File: config.mk
export PLATFORM = sky130hd
export DESIGN_NAME = stream_scheduler
export DESIGN_NICKNAME = d
export VERILOG_FILES = /design/src/rtl/stream_sched_pkg.sv /design/src/rtl/stream_scheduler_arbiter.sv /design/src/rtl/stream_scheduler.sv
export SDC_FILE = /design/constraint.sdc
export NUM_CORES = 1
export LEC_CHECK = 0
export CAP_MARGIN = 10
export CORE_UTILIZATION = 54
export DETAILED_ROUTE_END_ITERATION = 8
export GPL_TIMING_DRIVEN = 0
export HOLD_SLACK_MARGIN = 0.02
export PLACE_DENSITY = 0.86
export SETUP_SLACK_MARGIN = 0.4
export SLEW_MARGIN = 15
export SYNTH_ARGS = -nofsm -noshare
export SYNTH_HDL_FRONTEND = slang
export SYNTH_SLANG_ARGS = --single-unit
File: constraint.sdc
create_clock -name clk -period 7.79 [get_ports clk]
set_input_delay 1.558 -clock clk [delete_from_list [all_inputs] [get_ports clk]]
set_output_delay 1.558 -clock clk [all_outputs]
set_load 0.02 [all_outputs]
File: src/rtl/stream_sched_pkg.sv
// stream_sched_pkg
// Shared types and constants for the stream scheduler.
//   chan_state_t : per-channel transfer state
//   DIR_IN/DIR_OUT : encoding of cfg_dir
//   chan_sel_t   : channel index for the default channel count
package stream_sched_pkg;

  typedef enum logic [1:0] {
    IDLE    = 2'd0,
    RUN_IN  = 2'd1,
    RUN_OUT = 2'd2,
    HOLD    = 2'd3
  } chan_state_t;

  localparam logic DIR_IN  = 1'b0;
  localparam logic DIR_OUT = 1'b1;

  localparam int SCHED_CHANNELS = 4;
  localparam int CHAN_SEL_W     = $clog2(SCHED_CHANNELS);

  typedef logic [CHAN_SEL_W-1:0] chan_sel_t;

endpackage

File: src/rtl/stream_scheduler_arbiter.sv
// stream_rr_arbiter
// Single-grant arbiter over N requesters.
// Build option: STREAM_SCHED_FIXED_PRIORITY_EN selects lowest-index-wins
// and ignores the pointer input; otherwise the search starts at pointer.
// Ports:
//   eligible    : request vector
//   pointer     : first index searched (round-robin start)
//   enable      : no grant at all when low
//   grant       : one-hot grant
//   grant_idx   : index of the granted requester
//   grant_valid : a grant was issued
module stream_rr_arbiter #(
  parameter int N = 4
) (
  input  logic [N-1:0]         eligible,
  input  logic [$clog2(N)-1:0] pointer,
  input  logic                 enable,
  output logic [N-1:0]         grant,
  output logic [$clog2(N)-1:0] grant_idx,
  output logic                 grant_valid
);

  localparam int SW = $clog2(N);

  logic [SW-1:0] start;
  logic [SW-1:0] idx;

  // N is a power of two, so the index wraps naturally in SW bits.
  always_comb begin
`ifdef STREAM_SCHED_FIXED_PRIORITY_EN
    start = '0;
`else
    start = pointer;
`endif
    grant       = '0;
    grant_idx   = '0;
    grant_valid = 1'b0;
    idx         = '0;
    for (int i = 0; i < N; i++) begin
      idx = start + SW'(i);
      if (enable && !grant_valid && eligible[idx]) begin
        grant_valid = 1'b1;
        grant_idx   = idx;
        grant[idx]  = 1'b1;
      end
    end
  end

endmodule

File: src/rtl/stream_scheduler.sv
// stream_scheduler
// Shares the main-memory stream port between CHANNELS streaming channels,
// using it only in cycles where the core instruction (mem_busy) does not.
// Build option: STREAM_SCHED_FIXED_PRIORITY_EN (lowest index wins, no
// round-robin pointer register).
// Ports:
//   clk, reset         : clock, synchronous active-high reset
//   cfg_*              : channel programming request; cfg_ready = channel idle
//   in_valid/in_value  : inbound words; in_ready = word written this cycle
//   out_valid/out_value: outbound hold registers; out_ready = consumer accept
//   mem_busy           : core owns the memory port this cycle
//   read_data          : memory result, one cycle after stream_out
//   stream_*           : request/address/data to the memory controller
//   done               : one-cycle pulse per completed transfer
module stream_scheduler
  import stream_sched_pkg::*;
#(
  parameter int MAIN_ADDR_WIDTH = 16,
  parameter int WORD_WIDTH      = 32,
  parameter int CHANNELS        = SCHED_CHANNELS
) (
  input  logic                                 clk,
  input  logic                                 reset,
  input  logic                                 cfg_valid,
  input  logic [$clog2(CHANNELS)-1:0]          cfg_channel,
  input  logic                                 cfg_dir,
  input  logic [MAIN_ADDR_WIDTH-1:0]           cfg_address,
  input  logic [MAIN_ADDR_WIDTH-1:0]           cfg_length,
  output logic                                 cfg_ready,
  input  logic [CHANNELS-1:0]                  in_valid,
  input  logic [CHANNELS-1:0][WORD_WIDTH-1:0]  in_value,
  output logic [CHANNELS-1:0]                  in_ready,
  output logic [CHANNELS-1:0]                  out_valid,
  output logic [CHANNELS-1:0][WORD_WIDTH-1:0]  out_value,
  input  logic [CHANNELS-1:0]                  out_ready,
  input  logic                                 mem_busy,
  input  logic [WORD_WIDTH-1:0]                read_data,
  output logic                                 stream_in,
  output logic                                 stream_out,
  output logic [MAIN_ADDR_WIDTH-1:0]           stream_address,
  output logic [WORD_WIDTH-1:0]                stream_in_value,
  output logic [CHANNELS-1:0]                  done
);

  localparam int SW = $clog2(CHANNELS);
  localparam logic [MAIN_ADDR_WIDTH-1:0] ONE = MAIN_ADDR_WIDTH'(1);

  chan_state_t                state_q     [CHANNELS];
  chan_state_t                state_d     [CHANNELS];
  logic [MAIN_ADDR_WIDTH-1:0] addr_q      [CHANNELS];
  logic [MAIN_ADDR_WIDTH-1:0] addr_d      [CHANNELS];
  logic [MAIN_ADDR_WIDTH-1:0] remaining_q [CHANNELS];
  logic [MAIN_ADDR_WIDTH-1:0] remaining_d [CHANNELS];
  logic [WORD_WIDTH-1:0]      hold_q      [CHANNELS];
  logic [WORD_WIDTH-1:0]      hold_d      [CHANNELS];
  logic [CHANNELS-1:0]        pending_q, pending_d;
  logic [CHANNELS-1:0]        done_q, done_d;

  logic [CHANNELS-1:0]        eligible;
  logic [CHANNELS-1:0]        grant;
  logic [SW-1:0]              grant_idx;
  logic                       grant_valid;
  logic [SW-1:0]              arb_pointer;
  logic                       cfg_accept;

`ifdef STREAM_SCHED_FIXED_PRIORITY_EN
  assign arb_pointer = '0;
`else
  logic [SW-1:0] pointer_q;

  // Search restarts just after the most recent winner; frozen with no grant.
  always_ff @(posedge clk) begin
    if (reset) begin
      pointer_q <= '0;
    end else if (grant_valid) begin
      pointer_q <= grant_idx + SW'(1);
    end
  end

  assign arb_pointer = pointer_q;
`endif

  assign cfg_ready  = (state_q[cfg_channel] == IDLE);
  assign cfg_accept = cfg_valid && cfg_ready;

  // A pending outbound channel already has its read in flight.
  always_comb begin
    for (int c = 0; c < CHANNELS; c++) begin
      eligible[c] = ((state_q[c] == RUN_IN) && in_valid[c]) ||
                    ((state_q[c] == RUN_OUT) && !pending_q[c]);
    end
  end

  stream_rr_arbiter #(.N(CHANNELS)) u_arbiter (
    .eligible    (eligible),
    .pointer     (arb_pointer),
    .enable      (!mem_busy),
    .grant       (grant),
    .grant_idx   (grant_idx),
    .grant_valid (grant_valid)
  );

  // State register. Reset drops pending, so a read issued just before
  // reset is never captured.
  always_ff @(posedge clk) begin
    if (reset) begin
      for (int c = 0; c < CHANNELS; c++) begin
        state_q[c]     <= IDLE;
        addr_q[c]      <= '0;
        remaining_q[c] <= '0;
        hold_q[c]      <= '0;
      end
      pending_q <= '0;
      done_q    <= '0;
    end else begin
      for (int c = 0; c < CHANNELS; c++) begin
        state_q[c]     <= state_d[c];
        addr_q[c]      <= addr_d[c];
        remaining_q[c] <= remaining_d[c];
        hold_q[c]      <= hold_d[c];
      end
      pending_q <= pending_d;
      done_q    <= done_d;
    end
  end

  // Next-state logic. Outbound remaining is decremented at the read grant,
  // so zero in HOLD means the held word is the last one.
  always_comb begin
    done_d = '0;
    for (int c = 0; c < CHANNELS; c++) begin
      state_d[c]     = state_q[c];
      addr_d[c]      = addr_q[c];
      remaining_d[c] = remaining_q[c];
      hold_d[c]      = pending_q[c] ? read_data : hold_q[c];
      pending_d[c]   = grant[c] && (state_q[c] == RUN_OUT);
      case (state_q[c])
        IDLE: begin
          if (cfg_accept && (cfg_channel == SW'(c))) begin
            if (cfg_length == '0) begin
              done_d[c] = 1'b1;
            end else begin
              addr_d[c]      = cfg_address;
              remaining_d[c] = cfg_length;
              state_d[c]     = (cfg_dir == DIR_IN) ? RUN_IN : RUN_OUT;
            end
          end
        end
        RUN_IN: begin
          if (grant[c]) begin
            addr_d[c]      = addr_q[c] + ONE;
            remaining_d[c] = remaining_q[c] - ONE;
            if (remaining_q[c] == ONE) begin
              state_d[c] = IDLE;
              done_d[c]  = 1'b1;
            end
          end
        end
        RUN_OUT: begin
          if (grant[c]) begin
            addr_d[c]      = addr_q[c] + ONE;
            remaining_d[c] = remaining_q[c] - ONE;
          end
          if (pending_q[c]) begin
            state_d[c] = HOLD;
          end
        end
        HOLD: begin
          if (out_ready[c]) begin
            if (remaining_q[c] == '0) begin
              state_d[c] = IDLE;
              done_d[c]  = 1'b1;
            end else begin
              state_d[c] = RUN_OUT;
            end
          end
        end
        default: state_d[c] = IDLE;
      endcase
    end
  end

  // Output logic.
  always_comb begin
    stream_in       = grant_valid && (state_q[grant_idx] == RUN_IN);
    stream_out      = grant_valid && (state_q[grant_idx] == RUN_OUT);
    stream_address  = addr_q[grant_idx];
    stream_in_value = in_value[grant_idx];
    done            = done_q;
    for (int c = 0; c < CHANNELS; c++) begin
      in_ready[c]  = grant[c] && (state_q[c] == RUN_IN);
      out_valid[c] = (state_q[c] == HOLD);
      out_value[c] = hold_q[c];
    end
  end

endmodule

# Yosys cells after proc, flatten, opt, wreduce, memory -nomap -nowiden
# Memories as Yosys holds them, arrays and structs flattened.
# Cells that the tools add are included.
[totals]
regBits = 10
latch_bits = 0
ram_bits = 264
rom_bits = 0
inputBits = 207
output_inout_bits = 191
wordCells = 272
mem_count = 4
[mem_list]
columns = ["memory", "depth", "width", "read_ports", "rd_clocked_by_memory_dff", "write_ports", "line_no", "rtl"]
rows = [
  ["hold_q", 4, 32, 4, 0, 4, "stream_scheduler.sv:54", "logic [WORD_WIDTH-1:0] hold_q [CHANNELS];"],
  ["addr_q", 4, 16, 5, 0, 4, "stream_scheduler.sv:50", "logic [MAIN_ADDR_WIDTH-1:0] addr_q [CHANNELS];"],
  ["remaining_q", 4, 16, 4, 0, 4, "stream_scheduler.sv:52", "logic [MAIN_ADDR_WIDTH-1:0] remaining_q [CHANNELS];"],
  ["state_q", 4, 2, 6, 0, 4, "stream_scheduler.sv:48", "chan_state_t state_q [CHANNELS];"],
]
[op_classes]
n_addsub = 12
mul = 0
div_mod_pow = 0
n_lt_le_gt_ge = 9
n_eq_ne = 21
n_shift = 0
n_mux = 143
n_bitwise = 19
reduce_logical = 61
[op_table]
columns = ["operator", "n"]
rows = [
  ["$mux W16", 32],
  ["$mux W32", 9],
  ["$pmux W16 S2", 8],
  ["$logic_not A16 Y1", 5],
  ["$mux W2", 37],
  ["$add A16 B1 Y16 const B", 4],
  ["$bmux W32 S2", 1],
  ["$eq A16 B1 Y1 const B", 4],
  ["$sub A16 B1 Y16 const B", 4],
  ["$mux W1", 36],
  ["$logic_and A1 B1 Y1", 34],
  ["$pmux W2 S4", 4],
  ["$eq A2 B2 Y1 const B", 11],
  ["$mux W4", 4],
  ["$or A1 B1 Y1", 16],
  ["$lt A2 B3 Y1 const B", 5],
  ["$eq A2 B1 Y1 const B", 6],
  ["$logic_not A2 Y1", 6],
  ["$or A4 B4 Y4", 3],
  ["$pmux W1 S3", 4],
  ["$bmux W1 S2", 4],
  ["$demux W1 S2", 4],
  ["$ge A2 B1 Y1 const B", 4],
  ["$logic_not A1 Y1", 8],
  ["4 further kinds", 12],
]

# Depth between registers and ports, before layout
[depth]
depth_word = 22
depth_mapped = 14
mapped_depth_nobuf = 10

# By module
# From an unflattened synthesis, not the netlist that was laid out.
[unflattened]
hier_cells = 1860
hier_area_um2 = 15952.8
[by_module_without_submodules]
columns = ["mod", "instances", "cells_per_inst", "area_per_inst_um2", "seq_area_each_um2"]
rows = [
  ["stream_scheduler", 1, 1793, 15374.7, 5485.3],
  ["stream_rr_arbiter", 1, 67, 578.1, 0.0],
]

# Worst setup path after synthesis
# OpenSTA, ideal clock, no wires.
[synth_path]
kind = "input -> output"
start = "input port in_valid[1]"
end = "output port stream_out"
t_arrival_ns = 3.816
t_required_ns = 6.232
path_slack_ns = 2.416
path_stages = 9
n_path_buf = 2
path_cell_list = "and2_1 > nor2_1 > mux4_2 > o311ai_0 > a22o_1 > clkbuf_1 > clkbuf_1 > a31oi_1 > o21ai_0"
[synth_between]
elab_chain_cells = 21
elab_cells_between_ends = 31
cone_classes = "eq/ne (1); mux (16); reduce/logical (13); memory (1)"
[synth_lines]
columns = ["item", "line_no", "rtl"]
rows = [
  ["from (decl)", "stream_scheduler.sv:30", "input logic [CHANNELS-1:0] in_valid,"],
  ["$logic_and A1 B1 Y1 *", "stream_scheduler.sv:89", "eligible[c] = ((state_q[c] == RUN_IN) && in_valid[c]) ||"],
  ["$logic_or A1 B1 Y1 *", "stream_scheduler.sv:89", ""],
  ["$bmux W1 S2", "stream_scheduler_arbiter.sv:41", "if (enable && !grant_valid && eligible[idx]) begin"],
  ["$mux W1 (not written as such)", "stream_scheduler_arbiter.sv:41", ""],
  ["$logic_and A1 B1 Y1", "stream_scheduler_arbiter.sv:41", ""],
  ["$mux W1", "stream_scheduler_arbiter.sv:41", ""],
  ["$logic_not A1 Y1", "stream_scheduler_arbiter.sv:41", ""],
  ["$logic_and A1 B1 Y1 (2 in a row)", "stream_scheduler_arbiter.sv:41", ""],
  ["[... 2 more ...]", "-", ""],
  ["$logic_and A1 B1 Y1 (2 in a row)", "stream_scheduler_arbiter.sv:41", ""],
  ["$mux W1", "stream_scheduler_arbiter.sv:41", ""],
  ["$logic_not A1 Y1", "stream_scheduler_arbiter.sv:41", ""],
  ["$logic_and A1 B1 Y1 (2 in a row)", "stream_scheduler_arbiter.sv:41", ""],
  ["$mux W2", "stream_scheduler_arbiter.sv:41", ""],
  ["$mem_v2 Z4 W2", "-", ""],
  ["$eq A2 B2 Y1", "stream_scheduler.sv:186", "stream_out = grant_valid && (state_q[grant_idx] == RUN_OUT);"],
  ["$logic_and A1 B1 Y1 *", "stream_scheduler.sv:186", ""],
  ["to (decl)", "stream_scheduler.sv:39", "output logic stream_out,"],
]
# Every way passes the cells marked *; elsewhere a longest branch is shown, timed or not. The select of a mux whose other input is x is not followed.

# Worst setup path after layout
[layout_path]
start = "input port in_valid[2]"
end = "output port stream_out"
# Same word-level chain as after synthesis.

==> flow_summary.json <==
{
  "io_buffer_count": 396,
  "crit_path_max_fanout": 10,
  "grt_pass1_vias": 18500,
  "dieArea_um2": 30100,
  "yosysWarnings": 0,
  "gp_congestion": 1.02,
  "start_kind": "input pin",
  "synthCells": 2001,
  "worst_pin_slew_ns": 1.02,
  "grt_overflow": 0,
  "fmax_ghz": 0.140,
  "cts-root-buf": "clkbuf_16",
  "initial_utilization": 0.551,
  "holdCritPathClass": "reg -> reg",
  "grt_max_degree": 16,
  "power.leakage_nw": 7.46,
  "cts_buffers": 29,
  "synth-edff-count": 0,
  "ios": 398,
  "syn_to_final_growth_pct": 34.7,
  "synthesis.nets": 2252,
  "seq_power_share": 0.243,
  "share_comb_of_total_power": 0.563,
  "final_hold_viol_count": 0,
  "dp_hpwl_um": 53700,
  "cts_tree": "built",
  "hold_slack_ns": 0.483,
  "grt_pass1_wl_um": 109000,
  "hold_buffers": 0,
  "remaining_drc_errors": 0,
  "tns_ns": 0,
  "layout.cells.non_filler": 2838,
  "drv_cap": 0,
  "sw_frac_of_total": 0.487,
  "fin_nets": 2679,
  "coreArea_um2": 28800,
  "min_period_ns": 7.15,
  "regArea_um2": 5490,
  "row_count": 62,
  "yosys_register_bits": 274,
  "synthArstFlopShare": 0,
  "criticalPathCategory": "in -> out",
  "dieWidth_um": 173,
  "relSlewSlack": 0.317,
  "internal-power_mw": 4.06,
  "die_h_um": 173,
  "detail-route-antenna-nets": 0,
  "period_share": 0.917,
  "cts_sinks": 274,
  "fin_worst_skew_ns": 0.0244,
  "setup_violations": 0,
  "final_max_slew_viol_count": 0,
  "cp.required_ns": 6.23,
  "antenna_found_initial": 4,
  "h-tree-depth": 1,
  "num_vias": 19000,
  "rsz0062_at_grt": "false",
  "routed_wl_um": 74000,
  "end_kind": "output port",
  "netlist_area_um2": 15900,
  "yosysSeqAreaShare": 0.346,
  "syn_area_per_cell_um2": 7.92,
  "wire_per_inst_um": 26.1,
  "share_clk_of_total_power": 0.194,
  "critical_path_arrival_ns": 5.59,
  "dp.cells": 2781,
  "clk_pin_slew_ns": 0.07,
  "nFillCells": 2143,
  "clock_path_buffers": 3,
  "status": "completed",
  "synth_cell_type_count": 82,
  "power.switching_mw": 3.85,
  "drt_iter0_markers": 2767,
  "drive_gt1_frac": 0.0490,
  "power_mw": 7.90,
  "firstDrtPassIters": 7,
  "worstSkewPairLatency_ns": 0.59,
  "power_density_nw_per_um2": 370,
  "synth_flop_cell": "dfxtp_1",
  "viasPerCell": 6.68,
  "multi_input_area_um2": 9630,
  "ir_worst_vdd_v": 0.000273,
  "grt_usage": 0.469
}
==> critical path: stages <==
cell             delay [ns]
clkdlybuf4s50_1        0.50
nand2_1                0.10
and3_1                 0.23
o211ai_1               0.26
nand2_1                0.15
a32oi_2                0.54
clkbuf_2               0.44
clkbuf_1               0.61
nand2_1                0.13
o21ai_0                0.37
clkdlybuf4s50_1        0.68
==> cells in the final DEF (no fill, tap or decap), drive strengths merged, types with 13 or more instances in the layout <==
cell,instances
a211oi,90
a21oi,103
a31oi,58
a32o,15
and2,58
and3,30
buf,29
clkbuf,142
clkdlybuf4s50,396
dfxtp,274
ha,44
inv,59
mux2i,153
nand2,218
nand3,69
nand4,16
nor2,245
nor3,65
nor4,39
o211ai,32
o21ai,96
o22ai,37
or3,13
==> area by class of cell <==
type / instances / share of cell area
Multi-Input combinational cell: 1534 / 0.451
Buffer: 136 / 0.0265
Antenna cell: 3 / 0.000351
Clock buffer: 35 / 0.0360
Clock inverter: 19 / 0.0118
Timing Repair Buffer: 396 / 0.186
Inverter: 57 / 0.0100
Sequential cell: 274 / 0.257
Tap cell: 384 / 0.0225
==> cells in the mapped netlist, types with 6 or more instances <==
cell        n  share of area
nand3b_1    7         0.0033
nand2b_1   12         0.0047
or3_1      13         0.0051
or4_1       6         0.0028
o311ai_0   12         0.0066
dfxtp_1   274           0.35
mux4_2      6         0.0085
o22ai_1    37          0.015
nor4_1     35          0.014
a31oi_1    58          0.023
buf_2      10         0.0032
a311oi_1   10         0.0055
o41ai_1     7         0.0039
buf_4       6         0.0028
nand2_1   216          0.051
o21ai_0    94          0.030
a22oi_1     9         0.0043
a21oi_1    98          0.031
nor3_1     64          0.020
buf_1      11         0.0026
nor2b_1    10         0.0039
and3_1     30          0.012
o211ai_1   32          0.015
clkbuf_1  107          0.025
a211oi_1   87          0.041
nand3_1    68          0.021
nor2_1    243          0.058
nand4_1    15         0.0059
a32o_1     15         0.0095
ha_1       44          0.035
inv_1      54          0.013
mux2i_1   152          0.096
and2_1     58          0.023
==> per-layer routing <==
layer / vias up / part of all wire / routed length (µm) / track usage
li1: 8197 / - / - / -
met1: 8857 / 0.34 / 25400 / 0.540
met2: 1490 / 0.44 / 32700 / 0.751
met3: 405 / 0.13 / 9820 / 0.127
met4: 2 / 0.082 / 6080 / 0.342
met5: - / 0.00015 / 11 / 0
==> power by group through the flow <==
stage | Clock [mW] | Sequential, mW | Combinational (mW)
finish | 1.53 | 1.92 | 4.45
floorplan | 0 | 1.83 | 2.67
CTS | 1.52 | 1.90 | 4.28
global route | 1.57 | 1.94 | 4.68
detailed placement | 0 | 1.92 | 4.24
global placement | 0 | 1.91 | 4.19
==> stage by stage <==
stage | setup slack, ns | util | area (µm²)
CTS | 0.483 | 0.741 | 21300
global placement | 0.354 | 0.705 | 20300
detailed placement | 0.365 | 0.705 | 20300
global route | 0.559 | 0.742 | 21400
finish | 0.643 | 0.742 | 21400
floorplan | 2.42 | - | 15900
==> logic make-up after synthesis <==
group / count (synthesis) / synth area share
simple gates: 810 / 0.244
compound gates: 518 / 0.219
fa+ha+maj: 44 / 0.0347
mux: 162 / 0.107
buf+inv: 193 / 0.0488
flops: 274 / 0.346
==> what timing repair did <==
item,4_1_cts,5_1_grt
gates resized for setup,1,10
endpoints found under the setup margin,4,48
buffers inserted,0,0
==> flip-flops by register name, summed over array words and instances (netlist names) <==
name         flops
pending_q        4
addr_q          64
done             4
hold_q         128
remaining_q     64
arb_pointer      2
state_q          8
==> path summary, 6_finish.rpt <==
check,startpoint,to,slack [ns],cells past startpoint
worst max-delay path,in_valid[2],stream_out,0.64,11
worst min-delay path,remaining_q[1][12],remaining_q[1][12],0.48,2
worst max register to register,arb_pointer[1],addr_q[2][9],3.47,12
worst min register to register,remaining_q[1][12],remaining_q[1][12],0.48,2
Power figures use the tool's default switching activity.
